`src/rtl/arm_mem_dumper_pkg.sv`:
```
// Shared types and constants for the arm_memory port-2 readback engine.
package arm_mem_dumper_pkg;

  localparam int unsigned ADDR_W     = 32;
  localparam int unsigned DATA_W     = 32;
  localparam int unsigned WORD_BYTES = 4;

  typedef enum logic [1:0] {
    DUMP_IDLE  = 2'd0,
    DUMP_ISSUE = 2'd1,
    DUMP_WAIT  = 2'd2,
    DUMP_HOLD  = 2'd3
  } dump_state_e;

  typedef struct packed {
    logic [ADDR_W-1:0] addr;
    logic [DATA_W-1:0] data;
  } dump_beat_t;

  // Clear the byte-offset bits so every access is word aligned.
  function automatic logic [ADDR_W-1:0] word_align(input logic [ADDR_W-1:0] a);
    return a & ~ADDR_W'(WORD_BYTES - 1);
  endfunction

endpackage

```
`src/rtl/arm_mem_dumper_if.sv`:
```
// Control, memory-port and output-stream signals of the dumper.
interface arm_mem_dumper_if #(
  parameter int unsigned CNT_W = 16
) ();

  logic                                  start;
  logic [arm_mem_dumper_pkg::ADDR_W-1:0] base_addr;
  logic [CNT_W-1:0]                      word_count;
  logic                                  busy;
  logic                                  done;
  logic [arm_mem_dumper_pkg::ADDR_W-1:0] mem_addr;
  logic                                  mem_write_en;
  logic [arm_mem_dumper_pkg::DATA_W-1:0] mem_data_out;
  logic                                  out_valid;
  logic                                  out_ready;
  logic [arm_mem_dumper_pkg::ADDR_W-1:0] out_addr;
  logic [arm_mem_dumper_pkg::DATA_W-1:0] out_data;

  modport master (
    input  start, base_addr, word_count, mem_data_out, out_ready,
    output busy, done, mem_addr, mem_write_en, out_valid, out_addr, out_data
  );

  modport slave (
    output start, base_addr, word_count, mem_data_out, out_ready,
    input  busy, done, mem_addr, mem_write_en, out_valid, out_addr, out_data
  );

endinterface

```
`src/rtl/arm_stream_reg.sv`:
```
// Valid/ready holding register: keeps one beat stable until the consumer takes it.
module arm_stream_reg
  import arm_mem_dumper_pkg::*;
(
  input  logic       clk,
  input  logic       rst,
  input  logic       load,
  input  dump_beat_t load_beat,
  input  logic       ready,
  output logic       valid,
  output dump_beat_t beat,
  output logic       fire_c
);

  assign fire_c = valid && ready;

  always_ff @(posedge clk) begin
    if (rst) begin
      valid <= 1'b0;
      beat  <= '0;
    end else if (load) begin
      valid <= 1'b1;
      beat  <= load_beat;
    end else if (fire_c) begin
      valid <= 1'b0;
    end
  end

endmodule

```
`src/rtl/arm_mem_dumper.sv`:
```
// Streams word_count words from base_addr upward out of arm_memory port 2.
module arm_mem_dumper
  import arm_mem_dumper_pkg::*;
#(
  parameter int unsigned MEM_RD_LAT = 1,
  parameter int unsigned CNT_W      = 16
) (
  input  logic              clk,
  input  logic              rst,
  arm_mem_dumper_if.master  bus
);

  localparam int unsigned WAIT_W = (MEM_RD_LAT > 1) ? $clog2(MEM_RD_LAT) : 1;

  dump_state_e        state, state_next;
  logic [ADDR_W-1:0]  cur_addr, cur_addr_next;
  logic [ADDR_W-1:0]  mem_addr, mem_addr_next;
  logic [CNT_W-1:0]   remaining, remaining_next;
  logic [WAIT_W-1:0]  wait_cnt, wait_cnt_next;
  logic               busy, busy_next;
  logic               done, done_next;
  logic               load_c;
  logic               fire_c;
  dump_beat_t         load_beat;
  dump_beat_t         beat;
  logic               out_valid;

  always_ff @(posedge clk) begin
    if (rst) begin
      state     <= DUMP_IDLE;
      cur_addr  <= '0;
      mem_addr  <= '0;
      remaining <= '0;
      wait_cnt  <= '0;
      busy      <= 1'b0;
      done      <= 1'b0;
    end else begin
      state     <= state_next;
      cur_addr  <= cur_addr_next;
      mem_addr  <= mem_addr_next;
      remaining <= remaining_next;
      wait_cnt  <= wait_cnt_next;
      busy      <= busy_next;
      done      <= done_next;
    end
  end

  // mem_addr is loaded on entry to ISSUE so the read address is stable for the whole access.
  always_comb begin
    state_next     = state;
    cur_addr_next  = cur_addr;
    mem_addr_next  = mem_addr;
    remaining_next = remaining;
    wait_cnt_next  = wait_cnt;
    done_next      = 1'b0;
    load_c         = 1'b0;

    case (state)
      DUMP_IDLE: begin
        if (bus.start) begin
          if (bus.word_count != '0) begin
            cur_addr_next  = word_align(bus.base_addr);
            mem_addr_next  = word_align(bus.base_addr);
            remaining_next = bus.word_count;
            state_next     = DUMP_ISSUE;
          end else begin
            done_next = 1'b1;
          end
        end
      end
      DUMP_ISSUE: begin
        if (MEM_RD_LAT == 0) begin
          load_c     = 1'b1;
          state_next = DUMP_HOLD;
        end else begin
          wait_cnt_next = WAIT_W'(MEM_RD_LAT - 1);
          state_next    = DUMP_WAIT;
        end
      end
      DUMP_WAIT: begin
        if (wait_cnt == '0) begin
          load_c     = 1'b1;
          state_next = DUMP_HOLD;
        end else begin
          wait_cnt_next = wait_cnt - WAIT_W'(1);
        end
      end
      DUMP_HOLD: begin
        if (fire_c) begin
          if (remaining == CNT_W'(1)) begin
            done_next  = 1'b1;
            state_next = DUMP_IDLE;
          end else begin
            remaining_next = remaining - CNT_W'(1);
            cur_addr_next  = cur_addr + ADDR_W'(WORD_BYTES);
            mem_addr_next  = cur_addr + ADDR_W'(WORD_BYTES);
            state_next     = DUMP_ISSUE;
          end
        end
      end
      default: state_next = DUMP_IDLE;
    endcase

    busy_next = (state_next != DUMP_IDLE);
  end

  assign load_beat.addr = cur_addr;
  assign load_beat.data = bus.mem_data_out;

  arm_stream_reg u_stream_reg (
    .clk       (clk),
    .rst       (rst),
    .load      (load_c),
    .load_beat (load_beat),
    .ready     (bus.out_ready),
    .valid     (out_valid),
    .beat      (beat),
    .fire_c    (fire_c)
  );

  assign bus.busy         = busy;
  assign bus.done         = done;
  assign bus.mem_addr     = mem_addr;
  assign bus.mem_write_en = 1'b0;
  assign bus.out_valid    = out_valid;
  assign bus.out_addr     = beat.addr;
  assign bus.out_data     = beat.data;

endmodule

```
`src/flat_wrapper.sv`:
```
// flat-port wrapper written by rule: the top's interface ports become plain ports
module arm_mem_dumper_flat import arm_mem_dumper_pkg::*;
#(
  parameter int unsigned MEM_RD_LAT = 1,
  parameter int unsigned CNT_W      = 16
)
  (clk, rst, bus_start, bus_base_addr, bus_word_count, bus_mem_data_out, bus_out_ready, bus_busy, bus_done, bus_mem_addr, bus_mem_write_en, bus_out_valid, bus_out_addr, bus_out_data);
  arm_mem_dumper_if #(.CNT_W(CNT_W)) bus_i ();
  input  logic clk;
  input  logic rst;
  input wire logic [$bits(bus_i.start)-1:0] bus_start;
  input wire logic [$bits(bus_i.base_addr)-1:0] bus_base_addr;
  input wire logic [$bits(bus_i.word_count)-1:0] bus_word_count;
  input wire logic [$bits(bus_i.mem_data_out)-1:0] bus_mem_data_out;
  input wire logic [$bits(bus_i.out_ready)-1:0] bus_out_ready;
  output wire logic [$bits(bus_i.busy)-1:0] bus_busy;
  output wire logic [$bits(bus_i.done)-1:0] bus_done;
  output wire logic [$bits(bus_i.mem_addr)-1:0] bus_mem_addr;
  output wire logic [$bits(bus_i.mem_write_en)-1:0] bus_mem_write_en;
  output wire logic [$bits(bus_i.out_valid)-1:0] bus_out_valid;
  output wire logic [$bits(bus_i.out_addr)-1:0] bus_out_addr;
  output wire logic [$bits(bus_i.out_data)-1:0] bus_out_data;
  assign bus_i.start = bus_start;
  assign bus_i.base_addr = bus_base_addr;
  assign bus_i.word_count = bus_word_count;
  assign bus_i.mem_data_out = bus_mem_data_out;
  assign bus_i.out_ready = bus_out_ready;
  assign bus_busy = bus_i.busy;
  assign bus_done = bus_i.done;
  assign bus_mem_addr = bus_i.mem_addr;
  assign bus_mem_write_en = bus_i.mem_write_en;
  assign bus_out_valid = bus_i.out_valid;
  assign bus_out_addr = bus_i.out_addr;
  assign bus_out_data = bus_i.out_data;
  arm_mem_dumper #(.MEM_RD_LAT(MEM_RD_LAT), .CNT_W(CNT_W)) u_core (.clk(clk), .rst(rst), .bus(bus_i));
endmodule
```
`config.mk`:
```
export PLATFORM = sky130hd
export DESIGN_NAME = arm_mem_dumper_flat
export DESIGN_NICKNAME = d
export VERILOG_FILES = /design/src/rtl/arm_mem_dumper_pkg.sv /design/src/rtl/arm_mem_dumper_if.sv /design/src/rtl/arm_stream_reg.sv /design/src/rtl/arm_mem_dumper.sv /design/src/flat_wrapper.sv
export SDC_FILE = /design/constraint.sdc
export NUM_CORES = 1
export LEC_CHECK = 0
export ABC_CLOCK_PERIOD_IN_PS = 2000
export BUFFER_PORTS_ARGS = -buffer_cell sky130_fd_sc_hd__buf_4
export CAP_MARGIN = 20
export CORE_MARGIN = 5
export CORE_UTILIZATION = 46
export DETAILED_ROUTE_END_ITERATION = 10
export PLACE_DENSITY = 0.77
export SYNTH_ARGS = -nofsm -noshare
export SYNTH_HDL_FRONTEND = slang
export SYNTH_SLANG_ARGS = --single-unit
```
`constraint.sdc`:
```
create_clock -name clk -period 2 [get_ports clk]
set_clock_uncertainty 0.2 [all_clocks]
set_input_delay 0.3 -clock clk [delete_from_list [all_inputs] [get_ports clk]]
set_output_delay 0.3 -clock clk [all_outputs]
set_load 0.02 [all_outputs]
```
==> results of run 1 <==
## routing by layer
metal  wire length (um)  global-route usage (%)  part of all wire (%)
met5                  0                       0                     0
met4                763                    10.2                   3.3
met3               2270                    7.09                   9.8
met2              11200                    49.7                    48
met1               9030                    35.8                    39
## power breakdown
group	switching (mW)	leakage (nW)	internal, mW
logic	1.23	2.76	1.11
clock network	1.06	0.318	2.25
registers	0.126	0.932	2.43
## cells by family (layout without fill, tap and decap cells)
kind of cell	after synthesis	in the layout	share of synthesized area, %
compound gates	167	167	21.5
simple gates	224	224	19.1
flops	113	113	39.8
buf+inv	80	383	6.12
other cells	1	5	0.0660
fa+ha+maj	8	8	1.76
mux	66	66	11.6
## cells in the final DEF (no fill, tap or decap), types with 10 or more instances in the layout
cell type      synthesis  layout
a211oi_1              20      11
a21oi_1               30      27
a31oi_1               16      13
buf_4                  8     277
buf_6                  1      11
clkbuf_16              0      20
dfxtp_1              113      84
dfxtp_2                0      24
dlygate4sd3_1          0      32
inv_1                 19      17
mux2i_1               65      65
nand2_1               50      47
nand3_1               15      15
nand4_1               13      13
nor2_1                82      80
nor3_1                17      10
o31ai_1               17      10
o32ai_2                0      11
## final cells by class
class | instances | area share (%)
Clock buffer | 22 | 5.07
Clock inverter | 8 | 1.52
Inverter | 20 | 0.807
Multi-Input combinational cell | 470 | 38.4
Sequential cell | 113 | 23.7
Tap cell | 168 | 2.15
Timing Repair Buffer | 333 | 28.4
## stage by stage
stage | std cells | total power, mW | TNS (ns) | utilization (%)
2_1_floorplan | 663 | 3.51 | -0.0408 | -
3_3_place_gp | 1059 | 4.37 | -13.00 | 66.2
3_5_place_dp | 1059 | 4.41 | -13.70 | 66.2
4_1_cts | 1125 | 7.85 | -0.0899 | 75.9
5_1_grt | 1134 | 8.48 | -3.54 | 81.0
6_report | 1134 | 8.20 | -1.06 | 81.0
## how the worst min path moves through the flow
stage,slack (ns),depth (start not counted),end
floorplan,0.25,2,u_core.u_stream_reg.beat[0]
global placement,0.27,2,u_core.remaining[6]
detailed placement,0.28,2,u_core.remaining[15]
CTS,0.01,3,u_core.cur_addr[2]
global route,0.03,3,u_core.cur_addr[2]
finish,0.01,3,u_core.cur_addr[10]
## registers in the layout, summed over array words and instances, names as in the netlist
| signal | flops |
|---|---|
| u_core.state | 2 |
| u_core.bus.busy | 1 |
| u_core.u_stream_reg.valid | 1 |
| u_core.remaining | 16 |
| u_core.cur_addr | 30 |
| u_core.bus.done | 1 |
| u_core.u_stream_reg.beat | 62 |
## worst max-delay path: stages (launching register included)
cell and delay [ns]:
dfxtp_2 0.32, or4_4 0.56, nor2_4 0.18, a31oi_4 0.16, buf_4 0.21, a311o_1 0.29, o31ai_1 0.09
## repair_timing
action | 4_1_cts | 5_1_grt
cloned | 0 | 2
buffers inserted | 4 | 7
resized for setup | 40 | 91
pin swaps | 12 | 19
hold endpoints to repair | 32 | 0
setup endpoints to repair | 47 | 49
hold buffers | 32 | 0
==> reports/results.tsv, run 1 <==
stage	metric	value	unit
status	run status	complete, but fails checks	
status	failing checks	setup timing	
drt	routed wire length per instance	20.5	um
global_route	Remaining Overflow, GRT	0	
layout	Layout fillers	689	
clock_tree	CTS root buf	clkbuf_16	
drt	via count	6835	
synthesis	Synth area leader	dfxtp_1	
drt	Vias per Instance	6.03	
setup_path	worst r2r dst	u_core.remaining[14]	
drt	total wire length	23.2	mm
place	post-place setup slack	-0.386	ns
synthesis	Yosys cell types	64	
place	port bufs	176	
setup_path	Worst Setup SP	u_core.remaining[11]	
place	Cell Area, Placed	7980	um2
timing	setup ws final	-0.114	ns
min_path	hold path start	bus_base_addr[10]	
drt	Detailed Routing Iterations Pass 1	5	
synthesis	leading cell type by number of instances after synthesis	dfxtp_1	
drt	drc violations	0	
synthesis	Seq/Total Area, Yosys	39.8	%
timing	max frequency	0.473	GHz
global_route	initial antenna violation count	0	
clock_tree	Num CTS Buffers	17	
synthesis	Commonest cells post-synth	dfxtp_1 (113), nor2_1 (82), mux2i_1 (65), nand2_1 (50), clkbuf_1 (35)	
clock_tree	CTS tree	done	
power_and_ir_drop	Peak VDD IR	0.000637	V
setup_path	worst path required time	2.11	ns
layout	Final Cell Area	9770	um2
floorplan	Starting Density	47.1	%
clock_tree	CTS Sinks	113	
synthesis	syn_area_per_cell	8.63	um2
layout	multi-input logic area	3750	um2
setup_path	flop-to-flop setup slack	-0.11	ns
synthesis	synth warn	0	
place	Detail Placement HPWL	14.3	mm
flow_run	# Max-Cap Violations	0	
timing	hold_ws	0.0142	ns
setup_path	arrival time at the worst endpoint	2.23	ns
synthesis	Synth area leaders	dfxtp_1 (40%), mux2i_1 (11%), nor2_1 (5.4%), nand2_1 (3.3%), o32ai_1 (3.1%)	
layout	FF/Latch Area	2310	um2
global_route	first-pass GRT wire length	34.4	mm
floorplan	row count	40	
synthesis	synthesized flop and latch total	113	
setup_path	r2r worst-path depth	6	
layout	Final nets	1047	
setup_path	FF-to-FF Start	u_core.remaining[11]	
synthesis	Synth async-reset ratio	0	%
synthesis	synthesized netlist cell count	659	
timing	RSZ-0062 raised after global routing	true	
floorplan	die height	121	um
setup_path	Setup crit start kind	flop	
global_route	largest net degree at the start of global routing	59	
synthesis	synthesized area	5680	um2
power_and_ir_drop	Pleak	4.01	nW
synthesis	count of flip-flops with a built-in enable after synthesis	0	
layout	layout cell share with drive strength beyond 1	47.0	%
floorplan	I/O pins	184	
synthesis	post-synth top area share	39.8	%
clock_tree	Max Buffers Root-to-Sink	2	
floorplan	die width	121	um
power_and_ir_drop	pwr/cell area	839	nW/um2
setup_path	Setup crit end	u_core.remaining[14]	
setup_path	Crit. End Element	flop	
timing	fin crit share	106	%
clock_tree	Skew-Pair Late Insertion Delay	0.42	ns
synthesis	top_reg_cell synth	dfxtp_1	
global_route	GRT Overall Usage	29.1	%
timing	Pins Over Slew Limit	0	
clock_tree	CTS H-tree depth	4	
layout	ant diodes	0	
setup_path	critical-path maximum fanout	7	
layout	P&R area growth vs syn	71.9	%
drt	Routed Antenna Nets	0	
timing	Final Hold Vio Count	0	
drt	Detailed Route Iter0 Violations	704	
min_path	Worst Hold Class	in2reg	
clock_tree	Worst-path clk slew	0.06	ns
timing	minimum clock period	2.11	ns
global_route	vias in the first global route	6655	
timing	Final Setup Violations	32	
floorplan	die area	14700	um2
floorplan	CORE AREA	12100	um2
setup_path	crit path kind	reg2reg	
place	GP Congestion	0.928	
Note: power is estimated with default switching activity, not from simulation.
==> run 2: changes to the inputs <==
- ABC_AREA: not set -> 1
- CORE_UTILIZATION: 46 -> 47
- PLACE_DENSITY: 0.77 -> 0.78
==> reports/results.tsv, run 2 <==
stage	metric	value	unit	change
layout	P&R area growth vs syn	50.0	%	
timing	Final Hold Vio Count	0		unchanged
synthesis	synthesized area	5820	um2	+2.4%
place	Cell Area, Placed	7520	um2	-5.8%
synthesis	synthesized netlist cell count	921		+40%
timing	fin crit share	95.8	%	-9.9 points
clock_tree	Worst-path clk slew	0.05	ns	about the same
timing	minimum clock period	1.92	ns	-0.198 ns
power_and_ir_drop	Net Sw Power	2.53	mW	+4.7%
drt	via count	6863		+0.41%
power_and_ir_drop	power share of the combinational group	26.2	%	-2.3 points
global_route	initial antenna violation count	0		unchanged
synthesis	leading cell type by number of instances after synthesis	nor2_1		
global_route	first-pass GRT wire length	31.7	mm	-8.0%
floorplan	CORE AREA	12100	um2	unchanged
place	Placed Instances	1255		+19%
layout	Layout fillers	957		+39%
layout	largest register by flop count	u_core.u_stream_reg.beat		
layout	Layout Utilization	72.4	%	-8.6 points
drt	total wire length	20.3	mm	-13%
synthesis	synthesized flop and latch total	113		unchanged
synthesis	Synth area leaders	dfxtp_1 (39%), nor2_1 (13%), nand2_1 (13%), o21ai_0 (8.6%), nand3_1 (5.2%)		
clock_tree	Skew-Pair Late Insertion Delay	0.42	ns	about the same
synthesis	Yosys cell types	27		-58%
layout	most frequent cells in the layout	buf_4 (207), nand2_1 (205), nor2_1 (201), dfxtp_1 (106), o21ai_0 (93)		
synthesis	Commonest cells post-synth	nor2_1 (209), nand2_1 (207), dfxtp_1 (113), o21ai_0 (100), inv_1 (64)		
clock_tree	CTS root buf	clkbuf_16		
power_and_ir_drop	internal power	5.67	mW	-1.9%
clock_tree	CTS H-tree depth	4		unchanged
synthesis	Seq/Total Area, Yosys	38.8	%	-0.95 points
flow_run	# Max-Cap Violations	0		unchanged
layout	layout cell share with drive strength beyond 1	25.9	%	-21 points
power_and_ir_drop	Clk pwr share	40.3	%	about the same
synthesis	syn_area_per_cell	6.32	um2	-27%
global_route	GRT Overall Usage	26.8	%	-2.3 points
synthesis	Synth async-reset ratio	0	%	unchanged
clock_tree	CTS Sinks	113		unchanged
drt	Detailed Routing Iterations Pass 1	5		unchanged
floorplan	row count	40		unchanged
floorplan	I/O pins	184		unchanged
drt	drc violations	0		unchanged
drt	Detailed Route Iter0 Violations	582		-17%
layout	Finished Layout Cells	1330		+17%
timing	setup ws final	0.0842	ns	+0.198 ns
drt	Routed Antenna Nets	0		unchanged
place	Detail Placement HPWL	13.4	mm	-6.5%
setup_path	arrival time at the worst endpoint	2.01	ns	-0.22 ns
place	GP Congestion	0.938		+1.1%
timing	Pins Over Slew Limit	0		unchanged
setup_path	worst path required time	2.10	ns	about the same
layout	Final nets	1242		+19%
drt	routed wire length per instance	15.3	um	-26%
power_and_ir_drop	pwr/cell area	939	nW/um2	+12%
layout	biggest regs	u_core.u_stream_reg.beat (62), u_core.cur_addr (30), u_core.remaining (16)		
synthesis	synth warn	0		unchanged
min_path	Worst Hold Class	in2reg		
power_and_ir_drop	Switching Share	30.8	%	+1.4 points
layout	ant diodes	0		unchanged
timing	hold_ws	0.00933	ns	-0.00484 ns
power_and_ir_drop	Pleak	3.95	nW	-1.5%
synthesis	post-synth top area share	38.8	%	-0.95 points
timing	Final Setup Violations	0		-100%
power_and_ir_drop	Peak VDD IR	0.000853	V	+34%
global_route	largest net degree at the start of global routing	88		+49%
setup_path	Crit. End Element	flop		
clock_tree	CTS tree	done		
synthesis	count of flip-flops with a built-in enable after synthesis	0		unchanged
setup_path	Setup crit start kind	flop		
clock_tree	Num CTS Buffers	17		unchanged
floorplan	die width	121	um	+0.12%
floorplan	Starting Density	48.3	%	+1.2 points
layout	Largest register FFs	62		unchanged
place	port bufs	176		unchanged
timing	RSZ-0062 raised after global routing	true		
status	run status	finished clean		
clock_tree	Max Buffers Root-to-Sink	2		unchanged
global_route	vias in the first global route	6515		-2.1%
layout	Final Cell Area	8740	um2	-11%
drt	Vias per Instance	5.16		-14%
timing	final setup TNS	0	ns	+1.06 ns
floorplan	die height	121	um	+0.12%
floorplan	die area	14700	um2	+0.25%
power_and_ir_drop	total power	8.20	mW	about the same
timing	max frequency	0.522	GHz	+10%
place	post-place setup slack	0.0283	ns	+0.414 ns
setup_path	critical-path maximum fanout	9		+2
layout	commonest non-fill, non-tap cell in the layout	buf_4		
synthesis	Synth area leader	dfxtp_1		
global_route	Remaining Overflow, GRT	0		unchanged
setup_path	crit path kind	reg2reg		
power_and_ir_drop	Seq pwr share	33.5	%	+2.3 points
synthesis	top_reg_cell synth	dfxtp_1		
==> run 2: cell types whose count changed after synthesis, moves of 20 or more <==
cell,delta
nand2_1,+157
nor2_1,+127
o21ai_0,+90
mux2i_1,-64
nand3_1,+46
inv_1,+45
a21oi_1,+28
o32ai_1,-20
==> run 2: power by group through the flow <==
stage / clock [mW] / combinational, mW / sequential (mW)
after floorplan: 0 / 0.872 / 2.98
after global placement: 0 / 1.92 / 2.76
after detailed placement: 0 / 1.94 / 2.77
after CTS: 3.31 / 2.01 / 2.73
after global routing: 3.44 / 2.36 / 2.78
final: 3.30 / 2.15 / 2.75
==> run 2: cell type report <==
| class | count | area, um2 | area share (%) |
|---|---|---|---|
| Sequential cell | 113 | 2270 | 26.0 |
| Clock inverter | 10 | 184 | 2.11 |
| Clock buffer | 21 | 450 | 5.16 |
| Inverter | 66 | 250 | 2.86 |
| Multi-Input combinational cell | 696 | 3190 | 36.5 |
| Tap cell | 168 | 210 | 2.41 |
| Timing Repair Buffer | 256 | 2180 | 24.9 |
==> run 2: cell families (layout without fill, tap and decap cells) <==
kind of cell / after synthesis / after routing / share of synthesized area, %
simple gates: 505 / 505 / 35.2
compound gates: 177 / 177 / 15.6
buf+inv: 116 / 353 / 8.38
flops: 113 / 113 / 38.8
fa+ha+maj: 8 / 8 / 1.72
other cells: 1 / 5 / 0.0644
mux: 1 / 1 / 0.172
==> run 2: path summary, 6_finish.rpt <==
check | slack, ns | cells after the start | from | to
worst max-delay path | 0.08 | 12 | u_core.state[0] | u_core.remaining[5]
worst min-delay path | 0.009 | 5 | bus_base_addr[14] | u_core.cur_addr[14]
worst max register to register | 0.08 | 12 | u_core.state[0] | u_core.remaining[5]
worst min register to register | 0.29 | 2 | u_core.remaining[15] | u_core.remaining[15]
==> run 2: repair_timing <==
item	CTS	global route
resized for setup	1	42
setup endpoints to repair	2	46
hold endpoints to repair	36	0
setup buffers	0	5
cloned	0	3
hold buffers	36	0
pin swaps	0	5
==> run 2: routing by layer <==
| metal | up-vias | part of all wire (%) | global-route usage [%] |
|---|---|---|---|
| li1 | 3418 | - | - |
| met5 | - | 0 | 0 |
| met1 | 3096 | 41 | 33.2 |
| met4 | 0 | 2.7 | 10.7 |
| met2 | 298 | 46 | 41.9 |
| met3 | 51 | 10 | 10.2 |
==> run 2: worst max-delay path: stages (launching register included) <==
cell	delay [ns]
dfxtp_4	0.37
inv_1	0.06
ha_2	0.21
nor2_1	0.08
a21oi_1	0.05
nor2_1	0.13
nand2_2	0.09
nor2_4	0.12
buf_4	0.16
buf_12	0.13
nand2_1	0.05
o21ai_1	0.09
nor2_1	0.06
